File: src/rtl/fsm_pkg.sv
// Shared types and encodings for the OTP array sequencer.
package fsm_pkg;

    typedef enum logic [2:0] {
        IDLE,
        PRG_SCAN,
        PRG_PULSE,
        PRG_NEXT,
        RD_SCAN,
        RD_DONE,
        HOLD
    } state_t;

    localparam logic [1:0] MODE_IDLE = 2'b00;
    localparam logic [1:0] MODE_PRG  = 2'b01;
    localparam logic [1:0] MODE_RD   = 2'b10;

    localparam logic [1:0] PL_IDLE = 2'b00;
    localparam logic [1:0] PL_PRG  = 2'b01;
    localparam logic [1:0] PL_RD   = 2'b10;

endpackage

File: src/rtl/fsm.sv
// OTP array sequencer: programs or reads one column of an A x B array.
// All macro-facing outputs are registered from the next-state decode.
//
// state     | meaning
// ----------+------------------------------------------------------
// IDLE      | waiting for a program or read request
// PRG_SCAN  | looking for the next '1' bit of the latched data
// PRG_PULSE | high-voltage pulse on one cell, waiting for the ack
// PRG_NEXT  | one-cycle discharge between cells
// RD_SCAN   | sensing one row per cycle of the latched column
// RD_DONE   | publishing the assembled read word
// HOLD      | operation done, waiting for mode to change
module fsm
    import fsm_pkg::*;
#(
    parameter int A        = 2,
    parameter int B        = 2,
    parameter int MAX_WAIT = 16,
    localparam int ADDR_WIDTH = (B > 1) ? $clog2(B) : 1
) (
    input  logic                  clk,
    input  logic                  reset,
    input  logic [1:0]            mode,
    input  logic [ADDR_WIDTH-1:0] column,
    input  logic [A-1:0]          data_in,
    input  logic                  writing_successful,
    output logic [2*B-1:0]        PL,
    output logic [B-1:0]          BL,
    output logic [A-1:0]          WLN,
    output logic [A-1:0]          WLP,
    output logic                  PRG,
    output logic                  read_active,
    output logic [A-1:0]          data_out
);

    localparam int RW = (A > 1) ? $clog2(A) : 1;
    localparam int WW = (MAX_WAIT > 1) ? $clog2(MAX_WAIT) : 1;
    localparam logic [RW-1:0]         ROW_LAST  = RW'(A - 1);
    localparam logic [WW-1:0]         WAIT_LAST = WW'(MAX_WAIT - 1);
    localparam logic [ADDR_WIDTH:0]   COL_LIM   = (ADDR_WIDTH + 1)'(B);

    state_t                 state, state_d;
    logic [RW-1:0]          row, row_d;
    logic [WW-1:0]          wcnt, wcnt_d;
    logic [ADDR_WIDTH-1:0]  col_q, col_d;
    logic [A-1:0]           din_q, din_d;
    logic [1:0]             op_q, op_d;
    logic [A-1:0]           data_q, data_q_d;
    logic [A-1:0]           data_out_d;
    logic [A-1:0][B-1:0]    shadow, shadow_d;

    logic [2*B-1:0]         pl_d;
    logic [B-1:0]           bl_d;
    logic [A-1:0]           wln_d, wlp_d;
    logic                   prg_d, ra_d;

    always_ff @(posedge clk or negedge reset) begin
        if (!reset) state <= IDLE;
        else        state <= state_d;
    end

    always_comb begin
        state_d    = state;
        row_d      = row;
        wcnt_d     = wcnt;
        col_d      = col_q;
        din_d      = din_q;
        op_d       = op_q;
        data_q_d   = data_q;
        data_out_d = data_out;
        shadow_d   = shadow;
        case (state)
            IDLE: begin
                if (mode == MODE_PRG || mode == MODE_RD) begin
                    col_d = column;
                    din_d = data_in;
                    op_d  = mode;
                    row_d = '0;
                    if ({1'b0, column} >= COL_LIM) state_d = HOLD;
                    else if (mode == MODE_PRG)     state_d = PRG_SCAN;
                    else                           state_d = RD_SCAN;
                end
            end
            PRG_SCAN: begin
                if (din_q[row]) begin
                    state_d = PRG_PULSE;
                    wcnt_d  = '0;
                end else if (row == ROW_LAST) begin
                    state_d = HOLD;
                end else begin
                    row_d = row + 1'b1;
                end
            end
            PRG_PULSE: begin
                if (writing_successful) begin
                    shadow_d[row][col_q] = 1'b1;
                    state_d = PRG_NEXT;
                end else if (wcnt == WAIT_LAST) begin
                    // cell left unprogrammed; host sees it on the next read
                    state_d = PRG_NEXT;
                end else begin
                    wcnt_d = wcnt + 1'b1;
                end
            end
            PRG_NEXT: begin
                if (row == ROW_LAST) begin
                    state_d = HOLD;
                end else begin
                    row_d   = row + 1'b1;
                    state_d = PRG_SCAN;
                end
            end
            RD_SCAN: begin
                data_q_d[row] = shadow[row][col_q];
                if (row == ROW_LAST) state_d = RD_DONE;
                else                 row_d   = row + 1'b1;
            end
            RD_DONE: begin
                data_out_d = data_q;
                state_d    = HOLD;
            end
            HOLD: begin
                if (mode != op_q) state_d = IDLE;
            end
            default: state_d = IDLE;
        endcase
    end

    // Decode from the next state so the lines change on the edge entering it.
    always_comb begin
        pl_d  = '0;
        bl_d  = '0;
        wln_d = '0;
        wlp_d = '0;
        prg_d = 1'b0;
        ra_d  = 1'b0;
        case (state_d)
            PRG_PULSE: begin
                prg_d                         = 1'b1;
                wlp_d[row_d]                  = 1'b1;
                bl_d[col_d]                   = 1'b1;
                pl_d[2*int'(col_d) +: 2]      = PL_PRG;
            end
            RD_SCAN: begin
                ra_d                          = 1'b1;
                wln_d[row_d]                  = 1'b1;
                bl_d[col_d]                   = 1'b1;
                pl_d[2*int'(col_d) +: 2]      = PL_RD;
            end
            default: ;
        endcase
    end

    always_ff @(posedge clk or negedge reset) begin
        if (!reset) begin
            row         <= '0;
            wcnt        <= '0;
            col_q       <= '0;
            din_q       <= '0;
            op_q        <= MODE_IDLE;
            data_q      <= '0;
            data_out    <= '0;
            shadow      <= '0;
            PL          <= '0;
            BL          <= '0;
            WLN         <= '0;
            WLP         <= '0;
            PRG         <= 1'b0;
            read_active <= 1'b0;
        end else begin
            row         <= row_d;
            wcnt        <= wcnt_d;
            col_q       <= col_d;
            din_q       <= din_d;
            op_q        <= op_d;
            data_q      <= data_q_d;
            data_out    <= data_out_d;
            shadow      <= shadow_d;
            PL          <= pl_d;
            BL          <= bl_d;
            WLN         <= wln_d;
            WLP         <= wlp_d;
            PRG         <= prg_d;
            read_active <= ra_d;
        end
    end

endmodule

File: config.mk
export PLATFORM = sky130hd
export DESIGN_NAME = fsm
export DESIGN_NICKNAME = d
export VERILOG_FILES = /design/src/rtl/fsm_pkg.sv /design/src/rtl/fsm.sv
export SDC_FILE = /design/constraint.sdc
export NUM_CORES = 1
export LEC_CHECK = 0
export BUFFER_PORTS_ARGS = -buffer_cell sky130_fd_sc_hd__buf_2
export CAP_MARGIN = 20
export CORE_UTILIZATION = 35
export DETAILED_ROUTE_END_ITERATION = 10
export SYNTH_ARGS = -nofsm -noshare
export SYNTH_HDL_FRONTEND = slang
export SYNTH_SLANG_ARGS = --single-unit
File: constraint.sdc
create_clock -name clk -period 1.75 [get_ports clk]
set_clock_uncertainty 0.1 [all_clocks]
set_input_delay 0.35 -clock clk [delete_from_list [all_inputs] [get_ports clk]]
set_output_delay 0.35 -clock clk [all_outputs]
set_load 0.01 [all_outputs]
# Word level (Yosys, flattened, before mapping)
# Cells that the tools add are included.
dict set report word_totals {
  wordCells 103
  in_bits 8
  output_inout_bits 14
  regBits 33
}
dict set report op_classes {
  eq_ne 15
  shift 3
  n_mux 43
  n_bitwise 3
  n_addsub 3
  n_reduce_logical 12
  order_cmp 8
}
# cell count
set op_table {}
lappend op_table {{variable part select 2 x 33 -> 4 bit (first input constant)} 2}
lappend op_table {{negator 2 -> 33 bit} 1}
lappend op_table {{variable shift 2 x 33 -> 4 bit (first input constant)} 1}
lappend op_table {{two-way mux 3 bit} 9}
lappend op_table {{case mux 3 bit (7 select lines)} 1}
lappend op_table {{case mux 4 bit (2 select lines)} 2}
lappend op_table {{two-way mux 1 bit} 15}
lappend op_table {{equality test 3 bit (second input constant)} 4}
lappend op_table {{two-way mux 2 bit} 6}
lappend op_table {{two-way mux 4 bit} 3}
lappend op_table {{equality test 3 x 2 -> 1 bit (second input constant)} 3}
lappend op_table {{bitwise AND 4 bit} 2}
lappend op_table {{< comparator 1 x 2 -> 1 bit (second input constant)} 4}
lappend op_table {{inequality test 2 bit (second input constant)} 3}
lappend op_table {{adder 4 x 1 -> 4 bit (second input constant)} 1}
lappend op_table {{demux 1 bit (select 1 bit)} 4}
lappend op_table {{equality test 4 bit (second input constant)} 1}
lappend op_table {{>= comparator 1 bit (second input constant)} 4}
lappend op_table {{logical AND 1 bit} 4}
lappend op_table {{OR 4 bit} 1}
lappend op_table {{AND reduction 2 bit} 2}
lappend op_table {{AND reduction 4 bit} 1}
lappend op_table {{OR reduction 2 bit} 2}
lappend op_table {{equality test 3 x 1 -> 1 bit (second input constant)} 1}
lappend op_table {{10 further kinds} 10}

# Depth between registers and ports, before layout
dict set report logic_depth {
  word_depth 9
  mapped_depth 7
  mapped_depth_nobuf 7
}

# Least setup slack after synthesis
# No wires, ideal clock.
dict set report synth_timing {
  path_kind {input-to-reg}
  startpoint {input mode[1]}
  endpoint {register wcnt[0]}
  arrival_time_ns 1.766
  slack_ns -0.241
  path_buffers 0
  setup_ns 0.125
  stages 7
  required_time_ns 1.525
  cell_sequence {inv_1 > ha_1 > nor2_2 > a22o_1 > a221oi_4 > nand2_4 > mux2_4}
}
# element line_no
set synth_rtl {}
lappend synth_rtl {{start: declaration} fsm.sv:23} ;# input logic [1:0] mode,
lappend synth_rtl {{end signal: assignment} fsm.sv:172} ;# wcnt <= wcnt_d;
lappend synth_rtl {{end: declaration} fsm.sv:44} ;# logic [WW-1:0] wcnt, wcnt_d;

# Worst setup path after layout
dict set report layout_timing {
  startpoint {register state[0]}
  endpoint {register wcnt[0]}
}
dict set report layout_via {
  elab_chain_len 3
  word_cells_on_any_way 8
  cone_classes {eq/ne: 5; mux: 1; reduce/logical: 2}
}
# element line_no
set layout_lines {}
lappend layout_lines {{start: declaration} fsm.sv:42} ;# state_t state, state_d;
lappend layout_lines {{start signal: assignment} fsm.sv:59} ;# else state <= state_d;
lappend layout_lines {{equality test 3 x 2 -> 1 bit / equality test 3 x 1 -> 1 bit (equally long branches)} fsm.sv:72} ;# case (state)
lappend layout_lines {{inequality test 2 bit (no source line) / nonzero test 2 bit (equally long branches)} -}
lappend layout_lines {{AND reduction 4 bit (no source line)} -}
# Several ways; a longest one is shown, not always the timed one.
# A chain may end at the register's enable or synchronous reset.

==> summary.md <==
| Metric | Value |
|---|---|
| Switching Power | 1.46 mW |
| CP endpoint kind | flip-flop |
| Status | complete, but fails checks |
| Logic pwr share | 53.2% |
| Async SR Flop Fraction | 100% |
| P_int | about 2.5 mW |
| Switch share | a little under two fifths |
| Top post-synthesis cells by count | 33 x dfrtp_1, 12 x nor2_1, 10 x inv_1, 7 x mux2_2, 6 x nand2_1 |
| TritonCTS Sinks | 33 |
| Synthesis Warnings | 0 |
| CTS tree | built |
| Worst hold path type | in2reg |
| Clock buffer depth | 2 |
| Period utilization | 101% |
| Initial antenna violation count | 0 |
| Number of inserted diodes | 0 |
| Post-route setup slack | -0.0135 ns |
| # IOs | 22 |
| Max-slew violations | 0 |
| LEAKAGE | 1.07 nW |
| Failing checks | setup timing |
| Largest net degree at the start of global routing | 34 |
| RSZ-0062 raised after global routing | yes |
| Synth area leaders | dfrtp_1 54%, mux2_2 5.1%, nor2_1 2.9% |
| CP Max Fanout | 7 |
| Clock power share | 14.5% |
| Die height | between 60 and 70 um |
| Root buffer cell | clkbuf_8 |
| Ys flop type | dfrtp_1 |
| Maxcap violations | 0 |
| Cell area after synthesis | 1530 um2 |
| Register area share after synthesis | between 50% and 60% |
| DR DRC count | 0 |
| Starting Density | 37.2% |
| Mapped Cells | 129 |
| GPL Wtd Cong | 0.926 |
| Startpoint types | flip-flop |
| Hold Fails Final Rpt | 0 |
| Cts bufs inserted | 5 |
| Total gr overflow | 0 |
| GRT Util Overall | 15.7% |
| P per Cell Area | 1820 nW/um2 |
| Max IR drop VDD | 0.000511 V |
| 1st-pass router iterations | 4 |
| Syn Area/Cell | 11.9 um2 |
| Core Region | around 4000 um2 |
| Die Wd | 68.2 um |
| Final Cell Area | 2170 um2 |
| Fmax | 567 MHz |
| # rows | 23 |
| Count leader, synth | dfrtp_1 |
| Fillcell total | 355 |
| Critical path class | reg2reg |
| Fin crit period | 1.76 ns |
| Area Overhead vs Synth | 41.6% |
| Worst Tran Pin Value | approximately 0.42 ns |
| 1st-iter DRT viols | 36 |
| Setup Viol. Count Final | 3 |
| I/O Buffers | 21 |
| Sequential power share | 32.3% |
| First-pass GRT wire length | 5.18 mm |
| Critical path required time | 1.83 ns |
| Worst-Skew Late Latency | 0.29 ns |
| DP HPWL | 2.32 mm |
| Max_slew headroom | ~72% |
| Vias in the first global route | 1172 |
| Final Net Count | 201 |
| Top cell type's share of synthesized area | a little over half |
| Total via count in the routed design | 1184 |
| Worst-path clk slew | 0.08 ns |
| DP Area | 1930 um2 |
| Routed WL | 3.33 mm |
| Die area | 4650 um2 |
| Largest area contributor in the netlist | dfrtp_1 |
| Worst slack at placement | -0.297 ns |
| Share of layout cells above drive strength 1 | a little over half |
| Worst Path Arrival | 1.85 ns |
| Syn Nets | 139 |
| Via density | around 5 |
| CTS H-tree lvls | 2 |
| Wire per inst | 13.7 um |
| Yosys cell types | between 40 and 50 |
| Register bit total from synthesis | 33 |
| Remaining antenna violation count | 0 |
| EDFF count, synth | 0 |
[flip-flops by register name, indices dropped and copies added (netlist names)]
name,count
data_q,2
read_active,1
WLN,2
op_q,2
din_q,2
PRG,1
PL,4
WLP,2
row,1
state,3
col_q,1
wcnt,4
shadow,4
data_out,2
BL,2
[per-stage QoR]
stage | std cells | utilization (%) | hold WS, ns | total power, mW | setup TNS (ns)
final | 242 | 52.7 | 0.188 | 3.95 | -0.0289
after detailed placement | 225 | 46.9 | 0.299 | 3.11 | -4.63
after global routing | 242 | 52.7 | 0.187 | 4.22 | -0.412
after CTS | 237 | 50.5 | 0.182 | 3.77 | -0.0369
after global placement | 225 | 46.9 | 0.289 | 3.05 | -4.30
after floorplan | 129 | - | -0.0456 | 2.35 | -0.140
[path summary, 6_finish.rpt]
| path | to | depth (start not counted) | slack (ns) | start |
|---|---|---|---|---|
| min reg2reg | shadow[2]$_DFFE_PN0P_ | 1 | 0.37 | shadow[2]$_DFFE_PN0P_ |
| max reg2reg | wcnt[0]$_DFFE_PN0P_ | 7 | -0.01 | state[0]$_DFF_PN0_ |
| min | din_q[1]$_DFFE_PN0P_ | 2 | 0.19 | data_in[1] |
| max | wcnt[0]$_DFFE_PN0P_ | 7 | -0.01 | state[0]$_DFF_PN0_ |
| max in group asynchronous | state[2]$_DFF_PN0_ | 3 | 0.72 | reset |
| min in group asynchronous | WLN[0]$_DFF_PN0_ | 3 | 0.51 | reset |
[power groups by stage]
stage	logic, mW	registers (mW)	clock network [mW]
floorplan	1.03	1.32	0
global placement	1.76	1.29	0
detailed placement	1.81	1.30	0
CTS	1.91	1.28	0.587
global route	2.28	1.32	0.622
finish	2.10	1.27	0.573
[worst max-delay path: stages, from the launching register on]
cell and delay (ns):
dfrtp_1 0.39, buf_6 0.14, buf_4 0.13, nand3b_1 0.12, a31oi_4 0.11, a221oi_4 0.29, nand2_4 0.08, mux2_4 0.30
[placed cells by master (no fill, tap or decap), drive strengths merged]
| cell | Yosys | routed |
|---|---|---|
| o21ai | 2 | 2 |
| nand2 | 7 | 7 |
| and2b | 1 | 1 |
| a31o | 1 | 1 |
| inv | 10 | 10 |
| mux2i | 2 | 2 |
| ha | 2 | 2 |
| or3b | 2 | 2 |
| clkinv | 0 | 2 |
| o21a | 2 | 2 |
| clkbuf | 3 | 5 |
| and3 | 2 | 2 |
| o32ai | 1 | 1 |
| a21oi | 2 | 2 |
| a22o | 1 | 1 |
| nor3b | 2 | 2 |
| nand3 | 2 | 2 |
| nor3 | 3 | 3 |
| nor4 | 1 | 1 |
| nand2b | 3 | 3 |
| dlygate4sd3 | 0 | 1 |
| nand3b | 4 | 4 |
| a211o | 1 | 1 |
| o2bb2ai | 1 | 1 |
| a41o | 4 | 4 |
| a41oi | 1 | 1 |
| dfrtp | 33 | 33 |
| nand4 | 1 | 1 |
| nor2b | 5 | 5 |
| o31a | 1 | 1 |
| xor2 | 2 | 2 |
| clkinvlp | 0 | 1 |
| a211oi | 1 | 1 |
| buf | 2 | 59 |
| a221oi | 1 | 1 |
| a31oi | 2 | 2 |
| nor2 | 13 | 13 |
| mux2 | 8 | 8 |
[final cells by class]
cell class                      count  area, um2  share of cell area [%]
Inverter                           10       50.0                    2.31
Clock buffer                        5       68.8                    3.17
Timing Repair Buffer               60        423                    19.5
Tap cell                           50       62.6                    2.88
Multi-Input combinational cell     81        719                    33.2
Sequential cell                    33        828                    38.2
Clock inverter                      3       17.5                   0.807
[repair_timing]
item,in CTS,in global routing
buffers inserted,3,5
pin swaps,3,3
endpoints found under the hold margin,33,0
hold buffers,1,0
endpoints found under the setup margin,17,16
gates resized for setup,9,14
[layer usage]
metal  routed length, um  vias to the layer above  track usage (%)  share of wire [%]
li1                    -                      577                -                  -
met1                1450                      581             18.2                 44
met2                1690                       18             25.7                 51
met3                 107                        8             5.67                3.2
met4                  74                        0             7.29                2.2
met5                   0                        -                0                  0
[cell families after synthesis]
logic type,after synthesis,synth area share [%]
AND/OR/NAND/NOR,46,18.9
flip-flops,33,53.9
AO/OA/AOI/OAI,21,12.3
buffers and inverters,15,4.73
multiplexers,10,7.43
XOR/XNOR,2,1.14
adder cells (fa/ha/maj),2,1.63
No activity file was read; power rests on OpenSTA's default activity.
